### config.mk
export PLATFORM = sky130hd
export DESIGN_NAME = alu_issue_stage
export DESIGN_NICKNAME = d
export VERILOG_FILES = /design/src/rtl/alu_issue_stage.sv
export SDC_FILE = /design/constraint.sdc
export NUM_CORES = 1
export LEC_CHECK = 0
export ABC_AREA = 0
export CAP_MARGIN = 20
export CORE_MARGIN = 4
export CORE_UTILIZATION = 37
export CTS_CLUSTER_SIZE = 8
export DETAILED_ROUTE_END_ITERATION = 7
export GPL_ROUTABILITY_DRIVEN = 0
export PLACE_DENSITY = 0.82
export SLEW_MARGIN = 30
export SYNTH_ARGS = -nofsm -noshare
export SYNTH_HDL_FRONTEND = slang
export SYNTH_SLANG_ARGS = --single-unit
### constraint.sdc
create_clock -name clk -period 4.1 [get_ports clk]
set_input_delay 0.82 -clock clk [delete_from_list [all_inputs] [get_ports clk]]
set_output_delay 0.82 -clock clk [all_outputs]
set_load 0.02 [all_outputs]
### src/rtl/alu_issue_stage.sv
// alu_issue_stage
//   Single-entry issue slot between decode and the ALU. A decoded operation
//   is accepted over the in* handshake. Its X/Y operands are selected from
//   the register-file reads, the PC or the immediate. The result is held in
//   registers until the ALU side takes it over the out* handshake.
//   Read-after-write hazards against the in-flight result bus stall the
//   decode side, and every stalled cycle is counted in a saturating counter.
//
//   Optional feature macro: FORWARD_EN
//     defined   -> a completed result-bus value (fwdValid=1, fwdPending=0)
//                  bypasses the register-file read of a matching source.
//     undefined -> no bypass. A matching valid result-bus value stalls
//                  issue, just like a pending one.
//
//   Ports
//     clk, reset            rising-edge clock, asynchronous active-high reset
//     inValid / inReady     decode-side handshake
//     inAluOp, inRd         op code and destination, passed through
//     inRs1, inRs2          source register indices
//     inRs1Data, inRs2Data  register-file read data
//     inImm, inPc           immediate and instruction PC
//     inXSel, inYSel        X: 0=rs1 1=pc ; Y: 0=rs2 1=imm
//     fwdValid, fwdPending  result bus: value valid / result still in flight
//     fwdRd, fwdData        result bus destination and value
//     flush                 drop held and incoming operation
//     aluOp, aluX, aluY,    registered operation toward the ALU
//     outRd
//     outValid / outReady   ALU-side handshake
//     stallCount            saturating count of hazard-stall cycles
module alu_issue_stage #(
    parameter int DATA_W = 32
) (
    input  logic              clk,
    input  logic              reset,
    input  logic              inValid,
    output logic              inReady,
    input  logic [3:0]        inAluOp,
    input  logic [4:0]        inRs1,
    input  logic [4:0]        inRs2,
    input  logic [4:0]        inRd,
    input  logic [DATA_W-1:0] inRs1Data,
    input  logic [DATA_W-1:0] inRs2Data,
    input  logic [DATA_W-1:0] inImm,
    input  logic [DATA_W-1:0] inPc,
    input  logic              inXSel,
    input  logic              inYSel,
    input  logic              fwdValid,
    input  logic              fwdPending,
    input  logic [4:0]        fwdRd,
    input  logic [DATA_W-1:0] fwdData,
    input  logic              flush,
    output logic [3:0]        aluOp,
    output logic [DATA_W-1:0] aluX,
    output logic [DATA_W-1:0] aluY,
    output logic [4:0]        outRd,
    output logic              outValid,
    input  logic              outReady,
    output logic [15:0]       stallCount
);

    localparam logic [1:0] ST_EMPTY = 2'd0;
    localparam logic [1:0] ST_FULL  = 2'd1;
    localparam logic [1:0] ST_WAIT  = 2'd2;

    function automatic logic [15:0] sat_inc(input logic [15:0] v);
        return (v == 16'hFFFF) ? v : v + 16'd1;
    endfunction

    logic [1:0]        state_p1;
    logic [1:0]        state_nxt;
    logic [3:0]        op_p1;
    logic [4:0]        rd_p1;
    logic [DATA_W-1:0] x_p1;
    logic [DATA_W-1:0] y_p1;
    logic [15:0]       stall_p1;

    // Register x0 is hard-wired, so index 0 never hazards or forwards.
    logic use_rs1, use_rs2, hit_rs1, hit_rs2;
    logic hazard, capture;
    logic [DATA_W-1:0] src_x, src_y;

    assign use_rs1 = !inXSel && (inRs1 != 5'd0);
    assign use_rs2 = !inYSel && (inRs2 != 5'd0);
    assign hit_rs1 = use_rs1 && (fwdRd == inRs1);
    assign hit_rs2 = use_rs2 && (fwdRd == inRs2);

`ifdef FORWARD_EN
    logic fwd_ok;
    assign fwd_ok = fwdValid && !fwdPending;
    assign hazard = fwdPending && (hit_rs1 || hit_rs2);
    assign src_x  = (fwd_ok && hit_rs1) ? fwdData : inRs1Data;
    assign src_y  = (fwd_ok && hit_rs2) ? fwdData : inRs2Data;
`else
    // Without a bypass, a finished-but-unwritten result is just as stale.
    logic [DATA_W-1:0] unused_fwd_data;
    assign unused_fwd_data = fwdData;
    assign hazard = (fwdPending || fwdValid) && (hit_rs1 || hit_rs2);
    assign src_x  = inRs1Data;
    assign src_y  = inRs2Data;
`endif

    assign inReady = !hazard && !flush && ((state_p1 != ST_FULL) || outReady);
    assign capture = inValid && inReady;

    always_comb begin
        state_nxt = state_p1;
        if (flush) begin
            state_nxt = ST_EMPTY;
        end else if (capture) begin
            state_nxt = ST_FULL;
        end else if ((state_p1 == ST_FULL) && !outReady) begin
            state_nxt = ST_FULL;
        end else if (inValid && hazard) begin
            state_nxt = ST_WAIT;
        end else begin
            state_nxt = ST_EMPTY;
        end
    end

    // ---- stage p1: operand registers toward the ALU ----
    always_ff @(posedge clk or posedge reset) begin
        if (reset) begin
            state_p1 <= ST_EMPTY;
            op_p1    <= 4'd0;
            rd_p1    <= 5'd0;
            x_p1     <= '0;
            y_p1     <= '0;
            stall_p1 <= 16'd0;
        end else begin
            state_p1 <= state_nxt;
            if (capture) begin
                op_p1 <= inAluOp;
                rd_p1 <= inRd;
                x_p1  <= inXSel ? inPc  : src_x;
                y_p1  <= inYSel ? inImm : src_y;
            end
            if (inValid && hazard) begin
                stall_p1 <= sat_inc(stall_p1);
            end
        end
    end

    assign outValid   = (state_p1 == ST_FULL);
    assign aluOp      = op_p1;
    assign outRd      = rd_p1;
    assign aluX       = x_p1;
    assign aluY       = y_p1;
    assign stallCount = stall_p1;

endmodule

==> results of run 1 <==
==> power groups by stage <==
stage	registers, mW	logic [mW]	clock network [mW]
after floorplan	1.36	0.270	0
after detailed placement	1.16	1.03	0
after global routing	1.17	1.08	0.950
after global placement	1.15	1.01	0
after CTS	1.14	1.04	0.913
final	1.14	1.02	0.888
==> synthesized netlist by cell type, types with 3 or more instances <==
master    number  area [um2]
nand4_1        9        56.3
mux2_2       134        1510
buf_6          5        56.3
nand3_1        7        35.0
dfrtp_1       91        2280
inv_1          3        11.3
and3_1         6        37.5
nand2_1        8        30.0
nor2_1         4        15.0
mux2_1         6        67.6
clkbuf_1      10        37.5
xnor2_1       22         193
==> final timing paths <==
path                          startpoint       endpoint  slack (ns)  depth (start not counted)
min in group asynchronous          reset       aluX[25]        0.92                          2
hold / removal                  aluX[23]       aluX[23]        0.49                          1
setup reg to reg           stallCount[0]  stallCount[1]        1.87                          6
hold reg to reg                 aluX[23]       aluX[23]        0.49                          1
max in group asynchronous          reset        aluY[0]        2.48                          3
setup / recovery                inRs2[1]        inReady        0.39                          6
==> flip-flops by register name, summed over array words and instances (netlist names) <==
| name | cells |
|---|---|
| stallCount | 16 |
| aluY | 32 |
| aluX | 32 |
| state_p1 | 2 |
| aluOp | 4 |
| outRd | 5 |
==> layer usage <==
metal | GRT usage (%) | vias up | share of wire [%] | wire length [um]
met5 | 0 | - | 0 | 0
met4 | 5.00 | 0 | 1.8 | 233
met3 | 6.70 | 18 | 8.7 | 1120
met2 | 32.3 | 148 | 52 | 6620
met1 | 20.1 | 1732 | 38 | 4820
li1 | - | 1697 | - | -
==> per-stage QoR <==
| stage | power, mW | utilization (%) | worst slack [ns] |
|---|---|---|---|
| floorplan | 1.63 | - | 0.845 |
| global placement | 2.16 | 59.7 | 0.374 |
| detailed placement | 2.19 | 59.8 | 0.381 |
| CTS | 3.09 | 62.5 | 0.386 |
| global route | 3.19 | 62.6 | 0.286 |
| finish | 3.05 | 62.6 | 0.388 |
==> worst reg2reg max path: stages, from the launching register on <==
cell and delay [ns]:
dfrtp_1 0.42, ha_1 0.20, nand3_1 0.12, nor2_1 0.38, a41oi_2 0.41, nand2_1 0.24, mux2_2 0.34
==> cells by family after synthesis <==
group	count (synthesis)	synth area share, %
adders and majority gates	1	0.276
and+or+nand+nor	48	6.01
xor gates and xnor gates	23	4.44
AOI/OAI and AO/OA	8	1.74
DFF	91	50.2
muxes	140	34.7
buffers and inverters	20	2.65
==> layout by cell type (no fill, tap or decap), types with 2 or more instances in the layout <==
cell / synthesis / routed
clkdlybuf4s50_1: 0 / 250
mux2_2: 134 / 134
dfrtp_1: 91 / 91
xnor2_1: 22 / 22
nand4_1: 9 / 9
clkbuf_16: 0 / 9
nand2_1: 8 / 8
nand3_1: 7 / 7
buf_4: 2 / 7
and3_1: 6 / 6
mux2_1: 6 / 6
nor2_1: 4 / 4
clkinv_2: 0 / 3
inv_1: 3 / 2
nor3_1: 2 / 2
and4_1: 2 / 2
nand4b_1: 2 / 2
a21boi_0: 2 / 2
clkbuf_8: 0 / 2
bufinv_16: 0 / 2
==> cell type report <==
type,instances,area (um2),share of cell area [%]
tap,147,184,2.45
clock buffer,11,253,3.36
clock inverter,5,75.1,0.999
sequential,91,2280,30.3
timing repair buffer,258,2560,34.1
multi-input combinational,220,2150,28.6
inverter,3,16.3,0.216
==> impl_metrics.json, run 1 <==
{
  "p_int_mw": 2.21,
  "power.density_nw_per_um2": 406,
  "io_pins": 284,
  "cpLargestDelayFamily": "buffers and inverters",
  "yosysSeqAreaShare_pct": 50.2,
  "htreeDepth": 3,
  "rsz0062_at_grt": "no",
  "nets": 777,
  "finClkSkew_ns": 0.00543,
  "synth_ff_type": "dfrtp_1",
  "num_rows": 40,
  "grt_pass1_vias": 4015,
  "track_usage_pct": 18.0,
  "cts.sinks": 91,
  "fill_cells": 939,
  "slowest_delay_ns": 0.64,
  "cts_setup_buffers": 0,
  "cap_violations": 0,
  "io_buffer_count": 251,
  "yosysWarnings": 0,
  "initial_core_util_pct": 37.8,
  "slew_headroom_pct": 60.1,
  "first_iter_violations": 96,
  "cts-root-buf": "clkbuf_16",
  "slew_violations": 0,
  "dp.cells": 719,
  "cts_made_buffers": 9,
  "hold_path.class": "flop to flop",
  "via_count": 3595,
  "clk_latency_ns": 0.33,
  "crit_required_ns": 3.28,
  "synth_edf_count": 0,
  "combPwrFrac_pct": 33.4,
  "ant_nets": 0,
  "pwr-share-seq_pct": 37.5,
  "grt_pass1_wl_um": 20600,
  "synth-async-reset-ratio_pct": 100,
  "tightest_slew_ns": 0.599,
  "drtPass1Iterations": 4,
  "slowest_stage": "clkdlybuf4s50_1",
  "area_growth_pct": 65.5,
  "finalNonFillerCells": 735,
  "min_period_ns": 3.71,
  "cp.arrival_ns": 2.89,
  "synth_area_per_cell_um2": 13.7,
  "ctsHoldBuffers": 0,
  "crit_path_start_kind": "input port",
  "synthCells": 331,
  "hold_viol": 0,
  "via_per_inst": 4.89,
  "fmax_mhz": 269,
  "hold_ws_ns": 0.489,
  "status": "completed",
  "fin_setup_tns_ns": 0,
  "switchingPower_mw": 0.841,
  "cts_resized": 0,
  "clockBufferDepth": 2,
  "drcViolationCount": 0,
  "core_um2": 12000,
  "synth_seq_cells": 91,
  "crit_fanout": 2,
  "path_cells": "clkdlybuf4s50_1, or4_1, o211ai_1, o22ai_2, a21boi_0, clkdlybuf4s50_1",
  "leakage_nw": 2.99,
  "die_w_um": 119,
  "wl_um": 12800,
  "overflow": 0,
  "path_buf_inv": 2,
  "crit_type": "input port to output pin",
  "die_area_um2": 14100,
  "synth_nets": 525,
  "peakVddDrop_mv": 0.258,
  "antenna_found_initial": 0,
  "cts_tree": "built",
  "final_area_um2": 7510,
  "finalCritPeriodShare_pct": 90.5,
  "crit_path_end_kind": "output pin",
  "power_frac_clock_pct": 29.1,
  "fp.dieH_um": 119,
  "synthesis.area_um2": 4540,
  "grt_max_degree": 67,
  "path_common_cell": "clkdlybuf4s50_1",
  "avgRoutedWirePerCell_um": 17.4,
  "drive_above_1_share_pct": 27.7,
  "num_antenna_cells": 0,
  "sw_frac_of_total_pct": 27.6,
  "clkSlewWorstSetupHoldPaths_ns": 0.06,
  "dp_hpwl_um": 10000,
  "placed_area_um2": 7180,
  "synth_cell_types": 33,
  "setup_viol": 0
}
Power figures use the tool's default switching activity.
==> run 2, diff against run 1 <==
CORE_MARGIN = 2   (was 4)
==> impl_metrics.json, run 2 (synthesized netlist as in run 1, its figures left out) <==
{
  "status": "completed",
  "cts_resized": 0,
  "clkSlewWorstSetupHoldPaths_ns": 0.06,
  "r2r_setup_slack_ns": 1.89,
  "highest_layer": "met4",
  "finalCritPeriodShare_pct": 90.1,
  "hold_ws_ns": 0.485,
  "nets": 776,
  "fp.dieH_um": 115,
  "via_per_inst": 4.90,
  "crit_path_start_kind": "input port",
  "cts_setup_buffers": 0,
  "multiInputGateArea_um2": 2150,
  "min_period_ns": 3.69,
  "fin_setup_tns_ns": 0,
  "hp-start": "aluX[20]",
  "leakage_nw": 2.96,
  "layout_setup_ws_ns": 0.406,
  "htreeDepth": 3,
  "clk_latency_ns": 0.33,
  "dp_hpwl_um": 9620,
  "track_usage_pct": 18.5,
  "cts.sinks": 91,
  "cts-root-buf": "clkbuf_16",
  "io_pins": 284,
  "num_antenna_cells": 0,
  "grt_pass1_wl_um": 18900,
  "overflow": 0,
  "cp.arrival_ns": 2.87,
  "final_area_um2": 7500,
  "drcViolationCount": 0,
  "power.density_nw_per_um2": 398,
  "cts_tree": "built",
  "layout_commonest_cell": "clkdlybuf4s50_1",
  "grt_max_degree": 92,
  "area_growth_pct": 65.3,
  "fill_cells": 958,
  "grt_pass1_vias": 3840,
  "hold_path.class": "flop to flop",
  "wl_um": 12600,
  "peakVddDrop_mv": 0.234,
  "die_w_um": 115,
  "wl_met2_um": 6560,
  "crit_required_ns": 3.28,
  "met3_wirelength_um": 1110,
  "slew_violations": 0,
  "wl_met1_um": 4740,
  "setup_viol": 0,
  "first_iter_violations": 96,
  "num_rows": 40,
  "crit_type": "input port to output pin",
  "dpl_worst_slack_ns": 0.394,
  "clockBufferDepth": 2,
  "crit_path_end_kind": "output pin",
  "rsz0062_at_grt": "no",
  "slew_headroom_pct": 64.0,
  "tightest_slew_ns": 0.540,
  "die_area_um2": 13200,
  "io_buffer_count": 251,
  "cts_made_buffers": 9,
  "via_count": 3599,
  "drtPass1Iterations": 4,
  "final_cell_mix": "250 x clkdlybuf4s50_1, 134 x mux2_2, 91 x dfrtp_1",
  "fmax_mhz": 271,
  "finClkSkew_ns": 0.00646,
  "drive_above_1_share_pct": 27.6,
  "worstSetupStartpoint": "inRs2[1]",
  "power_mw": 2.99,
  "avgRoutedWirePerCell_um": 17.2,
  "cap_violations": 0,
  "placed_area_um2": 7190,
  "core_um2": 12000,
  "seqCellArea_um2": 2280,
  "antenna_found_initial": 0,
  "hold_viol": 0,
  "crit_fanout": 2,
  "ctsHoldBuffers": 0,
  "ant_nets": 0,
  "r2r-start": "stallCount[0]",
  "initial_core_util_pct": 37.8
}
[run 2: path summary, 6_finish.rpt]
check | endpoint | cells after the start
max | inReady | 6
min | aluX[20] | 1
max reg2reg | stallCount[1] | 6
min reg2reg | aluX[20] | 1
max in group asynchronous | aluX[8] | 3
min in group asynchronous | outRd[0] | 3
[run 2: power by group]
part | internal [mW] | switching (mW) | total [mW]
clock | 0.488 | 0.343 | 0.830
sequential | 1.06 | 0.0852 | 1.14
combinational | 0.586 | 0.428 | 1.01
total | 2.13 | 0.855 | 2.99
[run 2: final cells by class]
type,count,share of cell area [%]
clock buffers,10,3.18
clock inverters,6,0.867
inverters,3,0.167
multi-input cells,220,28.6
flip-flops and latches,91,30.3
well taps,147,2.45
repair buffers,257,34.3
[run 2: worst max-delay path: stages]
cell	delay, ns
clkdlybuf4s50_1	0.44
or4_1	0.52
o211ai_1	0.20
o22ai_2	0.11
a21boi_0	0.15
clkdlybuf4s50_1	0.64
[run 2: per-stage QoR]
| step | instances | util [%] |
|---|---|---|
| floorplan | 331 | - |
| global placement | 718 | 59.9 |
| global route | 734 | 62.5 |
| CTS | 734 | 62.4 |
| finish | 734 | 62.5 |
| detailed placement | 718 | 59.9 |
[run 2: per-layer routing]
layer  GRT usage [%]  up-vias
li1                -     1696
met1            20.4     1744
met5               0        -
met2            34.2      145
met3            5.32       14
met4            6.27        0
==> run 3, diff against run 2 <==
CAP_MARGIN = not set   (was 20)
SLEW_MARGIN = 10   (was 30)
==> impl_metrics.json, run 3 (synthesized netlist as in run 1, its figures left out) <==
{
  "cts.sinks": 91,
  "io_buffer_count": 251,
  "core_um2": 12000,
  "fp.dieH_um": 115,
  "io_pins": 284,
  "grt_pass1_wl_um": 18900,
  "placed_area_um2": 7190,
  "grt_pass1_vias": 3840,
  "cts-root-buf": "clkbuf_16",
  "drcViolationCount": 0,
  "layout_setup_ws_ns": 0.404,
  "via_count": 3604,
  "crit_path_end_kind": "output pin",
  "leakage_nw": 2.96,
  "cap_violations": 0,
  "slew_headroom_pct": 35.1,
  "nets": 776,
  "power.density_nw_per_um2": 398,
  "layout_commonest_cell": "clkdlybuf4s50_1",
  "htreeDepth": 3,
  "overflow": 0,
  "clkSlewWorstSetupHoldPaths_ns": 0.06,
  "finClkSkew_ns": 0.00653,
  "via_per_inst": 4.91,
  "setup_viol": 0,
  "cts_resized": 0,
  "antenna_found_initial": 0,
  "crit_path_start_kind": "input port",
  "status": "completed",
  "cts_setup_buffers": 0,
  "path_common_cell": "clkdlybuf4s50_1",
  "num_antenna_cells": 0,
  "final_cell_mix": "250 x clkdlybuf4s50_1, 134 x mux2_2, 91 x dfrtp_1",
  "hold_viol": 0,
  "cts_made_buffers": 9,
  "die_w_um": 115,
  "slowest_delay_ns": 0.64,
  "drtPass1Iterations": 4,
  "die_area_um2": 13200,
  "slowest_stage": "clkdlybuf4s50_1",
  "cts_tree": "built",
  "track_usage_pct": 18.5,
  "hold_path.class": "flop to flop",
  "clockBufferDepth": 2,
  "slew_violations": 0,
  "finalNonFillerCells": 734,
  "min_period_ns": 3.70,
  "dp.cells": 718,
  "first_iter_violations": 105,
  "cp.arrival_ns": 2.88,
  "grt_max_degree": 92,
  "num_rows": 40,
  "crit_type": "input port to output pin",
  "ctsHoldBuffers": 0,
  "path_cells": "clkdlybuf4s50_1, or4_1, o211ai_1, o22ai_2, a21boi_0, clkdlybuf4s50_1",
  "dpl_worst_slack_ns": 0.394,
  "avgRoutedWirePerCell_um": 17.1,
  "crit_fanout": 2,
  "final_area_um2": 7500,
  "area_growth_pct": 65.2,
  "ant_nets": 0,
  "fmax_mhz": 271,
  "wl_um": 12500,
  "tightest_slew_ns": 0.961,
  "drive_above_1_share_pct": 27.4,
  "rsz0062_at_grt": "no",
  "crit_required_ns": 3.28,
  "dp_hpwl_um": 9620,
  "initial_core_util_pct": 37.8,
  "fin_setup_tns_ns": 0,
  "finalCritPeriodShare_pct": 90.1,
  "peakVddDrop_mv": 0.235,
  "clk_latency_ns": 0.34
}
## run 3: cell count changes in the layout (fill, tap and decap cells not counted)
cell	change
a41oi_1	+1
a41oi_2	-1
## run 3: power breakdown
| part | switching (mW) | internal [mW] | total [mW] | leakage, nW |
|---|---|---|---|---|
| combinational | 0.427 | 0.586 | 1.01 | 1.72 |
| clock | 0.342 | 0.488 | 0.830 | 0.137 |
| sequential | 0.0851 | 1.06 | 1.14 | 1.11 |
| total | 0.855 | 2.13 | 2.99 | 2.96 |
## run 3: path summary, 6_finish.rpt
path	start	to	slack [ns]	cells after the start
worst min-delay path	aluX[20]	aluX[20]	0.48	1
worst max register to register	stallCount[0]	stallCount[1]	1.73	6
worst min register to register	aluX[20]	aluX[20]	0.48	1
max in group asynchronous	reset	aluX[8]	2.81	3
min in group asynchronous	reset	outRd[0]	0.92	3
worst max-delay path	inRs2[1]	inReady	0.40	6
## run 3: critical path: cells and delay by family
| kind | cells | cell delay, ns |
|---|---|---|
| buffers and inverters | 2 | 1.08 |
| AOI/OAI and AO/OA | 3 | 0.46 |
| and+or+nand+nor | 1 | 0.52 |
## run 3: area by class of cell
class,count,area [um2]
inverter,3,12.5
sequential,91,2280
multi-input combinational,220,2140
fill,959,4510
clock inverter,6,65.1
tap,147,184
clock buffer,10,239
timing repair buffer,257,2580
## run 3: metrics by stage
stage | hold slack [ns] | power (mW) | util, %
global route | 0.504 | 3.12 | 62.4
finish | 0.485 | 2.99 | 62.4
detailed placement | 0.475 | 2.18 | 59.9
floorplan | 0.593 | 1.63 | -
global placement | 0.470 | 2.16 | 59.9
CTS | 0.490 | 3.03 | 62.4
## run 3: layer usage
metal  global-route usage (%)  wire length [um]  vias to the layer above
met5                        0                 0                        -
li1                         -                 -                     1698
met3                     5.32              1120                       14
met1                     20.4              4690                     1740
met4                     6.27               187                        0
met2                     34.2              6530                      152
